**config.mk**
```make
export PLATFORM = sky130hd
export DESIGN_NAME = if_id_stage
export DESIGN_NICKNAME = d
export VERILOG_FILES = /design/src/rtl/pipeline_pkg.sv /design/src/rtl/load_use_detector.sv /design/src/rtl/if_id_stage.sv
export SDC_FILE = /design/constraint.sdc
export NUM_CORES = 1
export LEC_CHECK = 0
export CAP_MARGIN = 0
export CORE_UTILIZATION = 46
export DETAILED_ROUTE_END_ITERATION = 8
export GPL_TIMING_DRIVEN = 0
export PLACE_DENSITY = 0.77
export SLEW_MARGIN = 0
export SYNTH_ARGS = -nofsm -noshare
export SYNTH_HDL_FRONTEND = slang
export SYNTH_SLANG_ARGS = --single-unit
```
**constraint.sdc**
```tcl
create_clock -name Clock -period 3 [get_ports Clock]
set_input_delay 0.75 -clock Clock [delete_from_list [all_inputs] [get_ports Clock]]
set_output_delay 0.75 -clock Clock [all_outputs]
set_load 0.005 [all_outputs]
```
**src/rtl/pipeline_pkg.sv**
```systemverilog
// -----------------------------------------------------------------------------
// pipeline_pkg
//   Shared constants and helpers for the MIPS-style pipeline stages.
//   - NOP_INSTR          : canonical NOP (sll $0,$0,0)
//   - OP_*               : opcodes whose rt field is a source operand
//   - *_MSB / *_LSB      : instruction field positions for opcode, rs and rt
//   - reads_rt()         : true when an opcode consumes rt as a source
// -----------------------------------------------------------------------------
package pipeline_pkg;

  localparam int unsigned DATA_W = 32;
  localparam int unsigned REG_W  = 5;
  localparam int unsigned OP_W   = 6;

  typedef logic [DATA_W-1:0] word_t;
  typedef logic [REG_W-1:0]  reg_idx_t;
  typedef logic [OP_W-1:0]   opcode_t;

  localparam word_t NOP_INSTR = 32'h0000_0000;

  localparam opcode_t OP_RTYPE    = 6'h00;
  localparam opcode_t OP_BEQ      = 6'h04;
  localparam opcode_t OP_BNE      = 6'h05;
  localparam opcode_t OP_SPECIAL2 = 6'h1C;
  localparam opcode_t OP_SB       = 6'h28;
  localparam opcode_t OP_SH       = 6'h29;
  localparam opcode_t OP_SW       = 6'h2B;

  localparam int unsigned OP_MSB = 31;
  localparam int unsigned OP_LSB = 26;
  localparam int unsigned RS_MSB = 25;
  localparam int unsigned RS_LSB = 21;
  localparam int unsigned RT_MSB = 20;
  localparam int unsigned RT_LSB = 16;

  // Loads and immediates write rt rather than read it, so they are excluded.
  function automatic logic reads_rt(input opcode_t op);
    return (op == OP_RTYPE) || (op == OP_BEQ) || (op == OP_BNE) ||
           (op == OP_SPECIAL2) || (op == OP_SB) || (op == OP_SH) ||
           (op == OP_SW);
  endfunction

endpackage : pipeline_pkg

```
**src/rtl/load_use_detector.sv**
```systemverilog
// -----------------------------------------------------------------------------
// load_use_detector
//   Purely combinational load-use hazard check for the instruction sitting in
//   ID against a load currently in EX.
//   Ports:
//     ID_Instruction  in  32  instruction held in the IF/ID register
//     ID_Valid        in  1   that instruction is real (not squashed/reset)
//     ID_EX_MemRead   in  1   instruction in EX is a load
//     ID_EX_Rt        in  5   destination register of that load
//     Hazard          out 1   ID must stall one cycle
// -----------------------------------------------------------------------------
module load_use_detector
  import pipeline_pkg::*;
(
  input  logic [31:0] ID_Instruction,
  input  logic        ID_Valid,
  input  logic        ID_EX_MemRead,
  input  logic [4:0]  ID_EX_Rt,
  output logic        Hazard
);

  opcode_t  opcode;
  reg_idx_t rs_field;
  reg_idx_t rt_field;
  logic     rs_match;
  logic     rt_match;

  assign opcode   = ID_Instruction[OP_MSB:OP_LSB];
  assign rs_field = ID_Instruction[RS_MSB:RS_LSB];
  assign rt_field = ID_Instruction[RT_MSB:RT_LSB];

  assign rs_match = (ID_EX_Rt == rs_field);
  assign rt_match = (ID_EX_Rt == rt_field) && reads_rt(opcode);

  // $0 is hardwired to zero, so a load targeting it can never create a
  // dependence; this also keeps the reset NOP from stalling.
  assign Hazard = ID_Valid && ID_EX_MemRead && (ID_EX_Rt != '0) &&
                  (rs_match || rt_match);

endmodule : load_use_detector

```
**src/rtl/if_id_stage.sv**
```systemverilog
// -----------------------------------------------------------------------------
// if_id_stage
//   IF/ID pipeline register with load-use stall and taken-branch squash, plus
//   saturating stall/flush performance counters.
//   Ports:
//     Clock, Reset           in      rising-edge clock, async active-low reset
//     IF_Instruction         in  32  instruction word from fetch
//     IF_PCPlusFour          in  32  PC+4 from fetch
//     ID_EX_MemRead          in  1   instruction in EX is a load
//     ID_EX_Rt               in  5   destination register of that load
//     Branch_Taken           in  1   branch in ID resolved taken this cycle
//     ID_Instruction         out 32  registered instruction to decode
//     ID_PCPlusFour          out 32  registered PC+4 to decode
//     ID_Valid               out 1   ID_Instruction is real, not squashed
//     PCWrite                out 1   PC may advance (0 = hold)
//     Bubble                 out 1   ID/EX must latch zeroed control
//     StallCount, FlushCount out 32  saturating performance counters
// -----------------------------------------------------------------------------
module if_id_stage
  import pipeline_pkg::*;
(
  input  logic        Clock,
  input  logic        Reset,
  input  logic [31:0] IF_Instruction,
  input  logic [31:0] IF_PCPlusFour,
  input  logic        ID_EX_MemRead,
  input  logic [4:0]  ID_EX_Rt,
  input  logic        Branch_Taken,
  output logic [31:0] ID_Instruction,
  output logic [31:0] ID_PCPlusFour,
  output logic        ID_Valid,
  output logic        PCWrite,
  output logic        Bubble,
  output logic [31:0] StallCount,
  output logic [31:0] FlushCount
);

  localparam word_t CNT_MAX = '1;

  word_t instr_q,     instr_d;
  word_t pc4_q,       pc4_d;
  logic  valid_q,     valid_d;
  word_t stall_cnt_q, stall_cnt_d;
  word_t flush_cnt_q, flush_cnt_d;

  logic hazard;
  logic flush_req;

  load_use_detector u_load_use_detector (
    .ID_Instruction (instr_q),
    .ID_Valid       (valid_q),
    .ID_EX_MemRead  (ID_EX_MemRead),
    .ID_EX_Rt       (ID_EX_Rt),
    .Hazard         (hazard)
  );

  // A branch depending on a stalled load is not yet resolved correctly, and a
  // squashed slot must never trigger a second flush.
  assign flush_req = Branch_Taken && valid_q && !hazard;

  always_comb begin
    // NOTE: every next-state signal gets a default before any branch so no
    // path leaves it unassigned, which would otherwise infer a latch.
    instr_d     = instr_q;
    pc4_d       = pc4_q;
    valid_d     = valid_q;
    stall_cnt_d = stall_cnt_q;
    flush_cnt_d = flush_cnt_q;

    if (hazard) begin
      if (stall_cnt_q != CNT_MAX) stall_cnt_d = stall_cnt_q + 32'd1;
    end else if (flush_req) begin
      instr_d = NOP_INSTR;
      valid_d = 1'b0;
      pc4_d   = IF_PCPlusFour;
      if (flush_cnt_q != CNT_MAX) flush_cnt_d = flush_cnt_q + 32'd1;
    end else begin
      instr_d = IF_Instruction;
      pc4_d   = IF_PCPlusFour;
      valid_d = 1'b1;
    end
  end

  always_ff @(posedge Clock or negedge Reset) begin
    if (!Reset) begin
      instr_q     <= NOP_INSTR;
      pc4_q       <= '0;
      valid_q     <= 1'b0;
      stall_cnt_q <= '0;
      flush_cnt_q <= '0;
    end else begin
      // NOTE: non-blocking assignments so every register samples the
      // pre-edge values, independent of statement order.
      instr_q     <= instr_d;
      pc4_q       <= pc4_d;
      valid_q     <= valid_d;
      stall_cnt_q <= stall_cnt_d;
      flush_cnt_q <= flush_cnt_d;
    end
  end

  assign ID_Instruction = instr_q;
  assign ID_PCPlusFour  = pc4_q;
  assign ID_Valid       = valid_q;
  assign PCWrite        = !hazard;
  assign Bubble         = hazard;
  assign StallCount     = stall_cnt_q;
  assign FlushCount     = flush_cnt_q;

endmodule : if_id_stage

```
==> flow_summary.ini, run 1 <==
[yosys]
synth-xor-area-share_pct = 10.3
synth_top_family_by_area = simple AND/OR/NAND/NOR gates
syn_inst = 609
yosysWarnings = 0
synthTopCellsByCount = 191 x nand2_1, 129 x dfrtp_1, 62 x nand3_1
synth_nets = 684
synth-async-reset-ratio_pct = 100
synth-edff-count = 0
synth_seq_area_share_pct = 54.8
synth_seq_cells = 129
synth_compound_area_share_pct = 3.10
synth.most_common_cell = nand2_1
synthTopCellsByArea = dfrtp_1 55%, nand2_1 12%, xor2_1 6.3%
synthFlopType = dfrtp_1
synth_adder_area_share_pct = 0.425
synth_top_area_share_pct = 54.8
yosysTopAreaCell = dfrtp_1
synthMuxAreaShare_pct = 0.553
yosysUniqueCellTypes = 47
synth-simple-area-share_pct = 28.6
postSynthAreaPerCell_sq_um = 9.66
syn_area_sq_um = 5890

[clock_network]
clockBufferDepth = 2
tritoncts = built
ctsHtreeMaxLevel = 4
cts.clk_slew.worst_paths_ns = 0.05
cts-root-buf = clkbuf_16
cts_hold_buf = 0
cts.sinks = 129
numCtsBuffers = 17
clock_latency_ns = 0.41

[global_routing]
antenna_found_initial = 0
grt.total_usage_pct = 25.7
grt_pass1_vias = 5288
grt_pass1_wl_microns = 26000
grt-ovfl-total = 0
grt_max_degree = 87

[final_layout]
final_nets = 921
n_antenna_cell = 0
final_area_sq_um = 8850
ff_latch_area_sq_um = 3230
multiInputGateArea_sq_um = 2580
fin_util_pct = 72.2
num-fill-cells = 924
final_cells = 1026
syn2layout_area_growth_pct = 50.4
drive_gt1_share_pct = 8.97

[placement]
io_buffers = 203
pre_cts_ws_ns = -1.19
place_area_sq_um = 8160
gp_congestion = 0.810
hpwl_microns = 11700
dp.cells = 981

[power]
cellPowerDensity_nw_per_um2 = 514
peakVddDrop_v = 0.000361
cellLeakagePower_nw = 4.09

[routing]
drt-vias-per-instance = 5.11
drtPass1Iterations = 4
drt_iter0_markers = 298
wirelength_microns = 16500
antenna_left = 0
wire_per_inst_microns = 16.1
drcViolationCount = 0
num_vias = 5244

[critical_path]
max_stage_delay_ns = 0.43
timing.rr.start = StallCount[0]
r2r_end = StallCount[10]
rr_worst_depth = 8
path_buf_inv = 2
crit_top_cell = buf_6
worstPathCellList = or3b_4 -> a311o_1 -> a211oi_4 -> o21ai_2 -> buf_6 -> buf_6
required_ns = 2.25
endpoint_kind = primary output
critical_path_class = flip-flop to primary output
ff2ff_setup_slack_ns = 0.27
crit_family = compound AO/OA/AOI/OAI gates
crit_path_top_delay_cell = dfrtp_2
path_max_fanout = 6
worstPathArrival_ns = 2.34
worst_setup_path_start_kind = flip-flop

[floorplanning]
die_h_microns = 115
num_rows = 40
core_area_sq_um = 12300
pin_count = 204
die_width_microns = 115
initial_utilization_pct = 48.0
dieArea_sq_um = 13300

[sta]
hold_viol_final = 0
rsz0062_at_grt = yes
worst_slack_ns = -0.0900
setup_violations = 2
relSlewSlack_pct = 41.6
drv_slew = 0
worst_slew_pin_slew_ns = 0.869
period_share_pct = 103
period_minus_slack_ns = 3.09
setup_tns_ns = -0.154
max_freq_mhz = 324
fin_worst_skew_ns = 0.00769

[run]
max_cap_viol_count = 0

[status]
status = finished with violations
violations = negative setup slack

[worst_hold_path]
hold_class = input pin to asynchronous set/reset pin
-- cell usage in the layout (no fill, tap or decap), types with 11 or more instances in the layout --
cell,n
nand3_1,61
nor2_1,30
clkbuf_1,12
buf_4,16
nand2_1,191
and3_1,11
clkdlybuf4s50_1,195
xnor2_1,26
nor3_1,18
xor2_1,42
clkbuf_16,17
nand4_1,18
dfrtp_1,128
-- worst max-delay path by stage --
stage                                   from  depth (start not counted)                end
after global routing      ID_Instruction[30]                          6            PCWrite
after global placement                 Reset                          1  ID_PCPlusFour[10]
after floorplan                  ID_EX_Rt[1]                          5            PCWrite
after detailed placement         ID_EX_Rt[0]                          8             Bubble
after CTS                 ID_Instruction[29]                          7            PCWrite
final                     ID_Instruction[30]                          6            PCWrite
-- metal layers --
layer | part of all wire [%] | track usage [%] | vias to the layer above
li1 | - | - | 2527
met1 | 41 | 31.9 | 2534
met2 | 52 | 43.2 | 155
met3 | 4.9 | 5.75 | 28
met4 | 2.5 | 10.8 | 0
met5 | 0 | 0 | -
-- through the flow --
stage	hold slack, ns	power [W]
final	0.253	0.00455
after CTS	0.259	0.00457
after detailed placement	0.455	0.00267
after floorplan	0.454	0.00221
after global placement	0.449	0.00264
after global routing	0.274	0.00471
-- cells by family (layout without fill, tap and decap cells) --
kind of cell	count (synthesis)	in the layout
flops	129	129
compound gates	19	19
simple gates	358	358
mux	3	3
buf+inv	29	278
xor+xnor	69	69
fa+ha+maj	2	2
-- layout make-up --
cell class | instances | share of cell area (%)
Sequential cell | 129 | 36.5
Buffer | 17 | 0.876
Timing Repair Buffer | 221 | 24.7
Clock inverter | 6 | 0.339
Multi-Input combinational cell | 451 | 29.1
Clock buffer | 25 | 5.71
Inverter | 9 | 0.382
Tap cell | 168 | 2.37
-- timing repair --
| action | in CTS | in global routing |
|---|---|---|
| buffers inserted | 15 | 2 |
| pin swaps | 7 | 4 |
| cloned | 0 | 0 |
| gates resized for setup | 27 | 3 |
| endpoints found under the setup margin | 2 | 2 |
| hold endpoints to repair | 0 | 0 |
-- sequential cells by signal (all words and copies together), names as in the netlist --
signal / flops
FlushCount: 32
ID_Instruction: 32
ID_PCPlusFour: 32
StallCount: 32
ID_Valid: 1
-- report_power, final --
group	total, W	internal (W)	switching, W
clock	0.00187	0.00115	0.000720
combinational	0.000702	0.000410	0.000292
sequential	0.00197	0.00186	0.000116
Note: power is estimated with default switching activity, not from simulation.
==> run 2: changes to the inputs <==
Settings changed: CORE_ASPECT_RATIO from default to 2, CORE_MARGIN from default to 8, PLACE_DENSITY 0.77 to 0.81.
==> run 2 against run 1 <==
The run still ends with negative setup slack left. Global-route usage decreased by 2.9 points. Sequential share of layout area hardly changed. Design area barely moved. Cell count shrank 1.9%. Critical path depth up 1. First-iteration DRC count down 29%. Sequential power is essentially flat. Maximum frequency rose by 0.62%. Die area up 27%. Critical path type unchanged. Largest cell class unchanged.
==> flow_summary.ini, run 2 (synthesis results as in run 1) <==
[placement]
gp_congestion = 0.840
place_area_sq_um = 8130
io_buffers = 203
pre_cts_ws_ns = -1.20
hpwl_microns = 14300

[power]
peakVddDrop_v = 0.000436
cellPowerDensity_nw_per_um2 = 535
cellLeakagePower_nw = 4.08

[sta]
setup_violations = 2
fin_worst_skew_ns = 0.0109
rsz0062_at_grt = yes
period_share_pct = 102
worst_slew_pin_slew_ns = 0.911
hold_viol_final = 0
worst_slack_ns = -0.0708
drv_slew = 0
relSlewSlack_pct = 38.8
max_freq_mhz = 326
setup_tns_ns = -0.129
period_minus_slack_ns = 3.07

[critical_path]
critical_path_class = flip-flop to primary output
worst_setup_path_start_kind = flip-flop
worstPathCellList = or3_1 -> a311o_1 -> a211oi_2 -> o21ai_2 -> buf_6 -> inv_8 -> buf_6
max_stage_delay_ns = 0.40
required_ns = 2.25
crit_path_top_delay_cell = dfrtp_1
crit_top_cell = buf_6
ff2ff_setup_slack_ns = 0.23
path_max_fanout = 5
endpoint_kind = primary output
path_buf_inv = 3
crit_family = compound AO/OA/AOI/OAI gates
worstPathArrival_ns = 2.32

[final_layout]
final_common_cell = clkdlybuf4s50_1
n_antenna_cell = 0
final_nets = 920
drive_gt1_share_pct = 8.87
final_cell_mix = 195 x clkdlybuf4s50_1, 191 x nand2_1, 128 x dfrtp_1
final_area_sq_um = 8850
syn2layout_area_growth_pct = 50.3

[global_routing]
antenna_found_initial = 0
grt.total_usage_pct = 22.7
grt_pass1_wl_microns = 29700
grt_max_degree = 75
grt_pass1_vias = 5691
grt-ovfl-total = 0

[floorplanning]
die_h_microns = 176
pin_count = 204
num_rows = 58
initial_utilization_pct = 46.9
core_area_sq_um = 12600
die_width_microns = 96.0
dieArea_sq_um = 16900

[routing]
wire_per_inst_microns = 18.8
wirelength_microns = 18900
drt-vias-per-instance = 5.30
drtPass1Iterations = 4
drt_iter0_markers = 212
num_vias = 5340
antenna_left = 0
drcViolationCount = 0

[clock_network]
cts.clk_slew.worst_paths_ns = 0.06
ctsHtreeMaxLevel = 4
numCtsBuffers = 17
tritoncts = built
cts.sinks = 129
clock_latency_ns = 0.41
cts-root-buf = clkbuf_16
clockBufferDepth = 2

[worst_hold_path]
hold_class = input pin to asynchronous set/reset pin

[status]
violations = negative setup slack
status = finished with violations

[run]
max_cap_viol_count = 0
==> run 2: routing by layer <==
metal	track usage (%)	vias up	part of all wire, %
met5	0	-	0
li1	-	2516	-
met2	41.0	200	55
met3	5.49	51	5.8
met4	11.0	0	4.1
met1	23.2	2573	35
==> run 2: cell type report <==
cell class,count,area (sq um)
plain buffers,17,77.6
clock buffers,17,425
clock inverters,14,158
fillers,959,3710
inverters,9,41.3
multi-input cells,451,2550
flip-flops and latches,129,3230
well taps,150,188
repair buffers,220,2180
==> run 2: final timing paths <==
check | from | endpoint | cells past startpoint
min reg2reg | ID_PCPlusFour[16] | ID_PCPlusFour[16] | 2
max in group asynchronous | Reset | ID_Instruction[31] | 2
max | ID_Instruction[29] | Bubble | 7
max reg2reg | ID_Instruction[29] | ID_Instruction[25] | 10
min in group Clock | ID_PCPlusFour[16] | ID_PCPlusFour[16] | 2
min | Reset | StallCount[7] | 1
==> run 2: timing repair <==
item                                   4_1_cts  5_1_grt
gates resized for setup                     24        4
buffers inserted                            13        3
endpoints found under the hold margin        0        0
setup endpoints to repair                   12        4
gates cloned                                 0        0
hold buffers                                 0        0
pin swaps                                    7        3
==> run 2: power by group <==
part           switching (W)  internal (W)
clock               0.000822       0.00123
sequential          0.000117       0.00186
combinational       0.000299      0.000404
==> run 2: metrics by stage <==
stage / utilization, % / hold slack, ns / power, W / cells
after global placement: 64.6 / 0.451 / 0.00266 / 962
after detailed placement: 64.8 / 0.456 / 0.00269 / 963
after global routing: 70.5 / 0.334 / 0.00491 / 1007
final: 70.5 / 0.295 / 0.00473 / 1007
after CTS: 70.4 / 0.317 / 0.00478 / 1006
after floorplan: - / 0.454 / 0.00221 / 609
==> run 3: changes to the inputs <==
Settings changed: ABC_CLOCK_PERIOD_IN_PS from default to 3000, CTS_CLUSTER_DIAMETER from default to 80, SLEW_MARGIN 0 to 20.
==> results of run 3 <==
No change in the layout: final DEF, timing and power equal those of run 2.
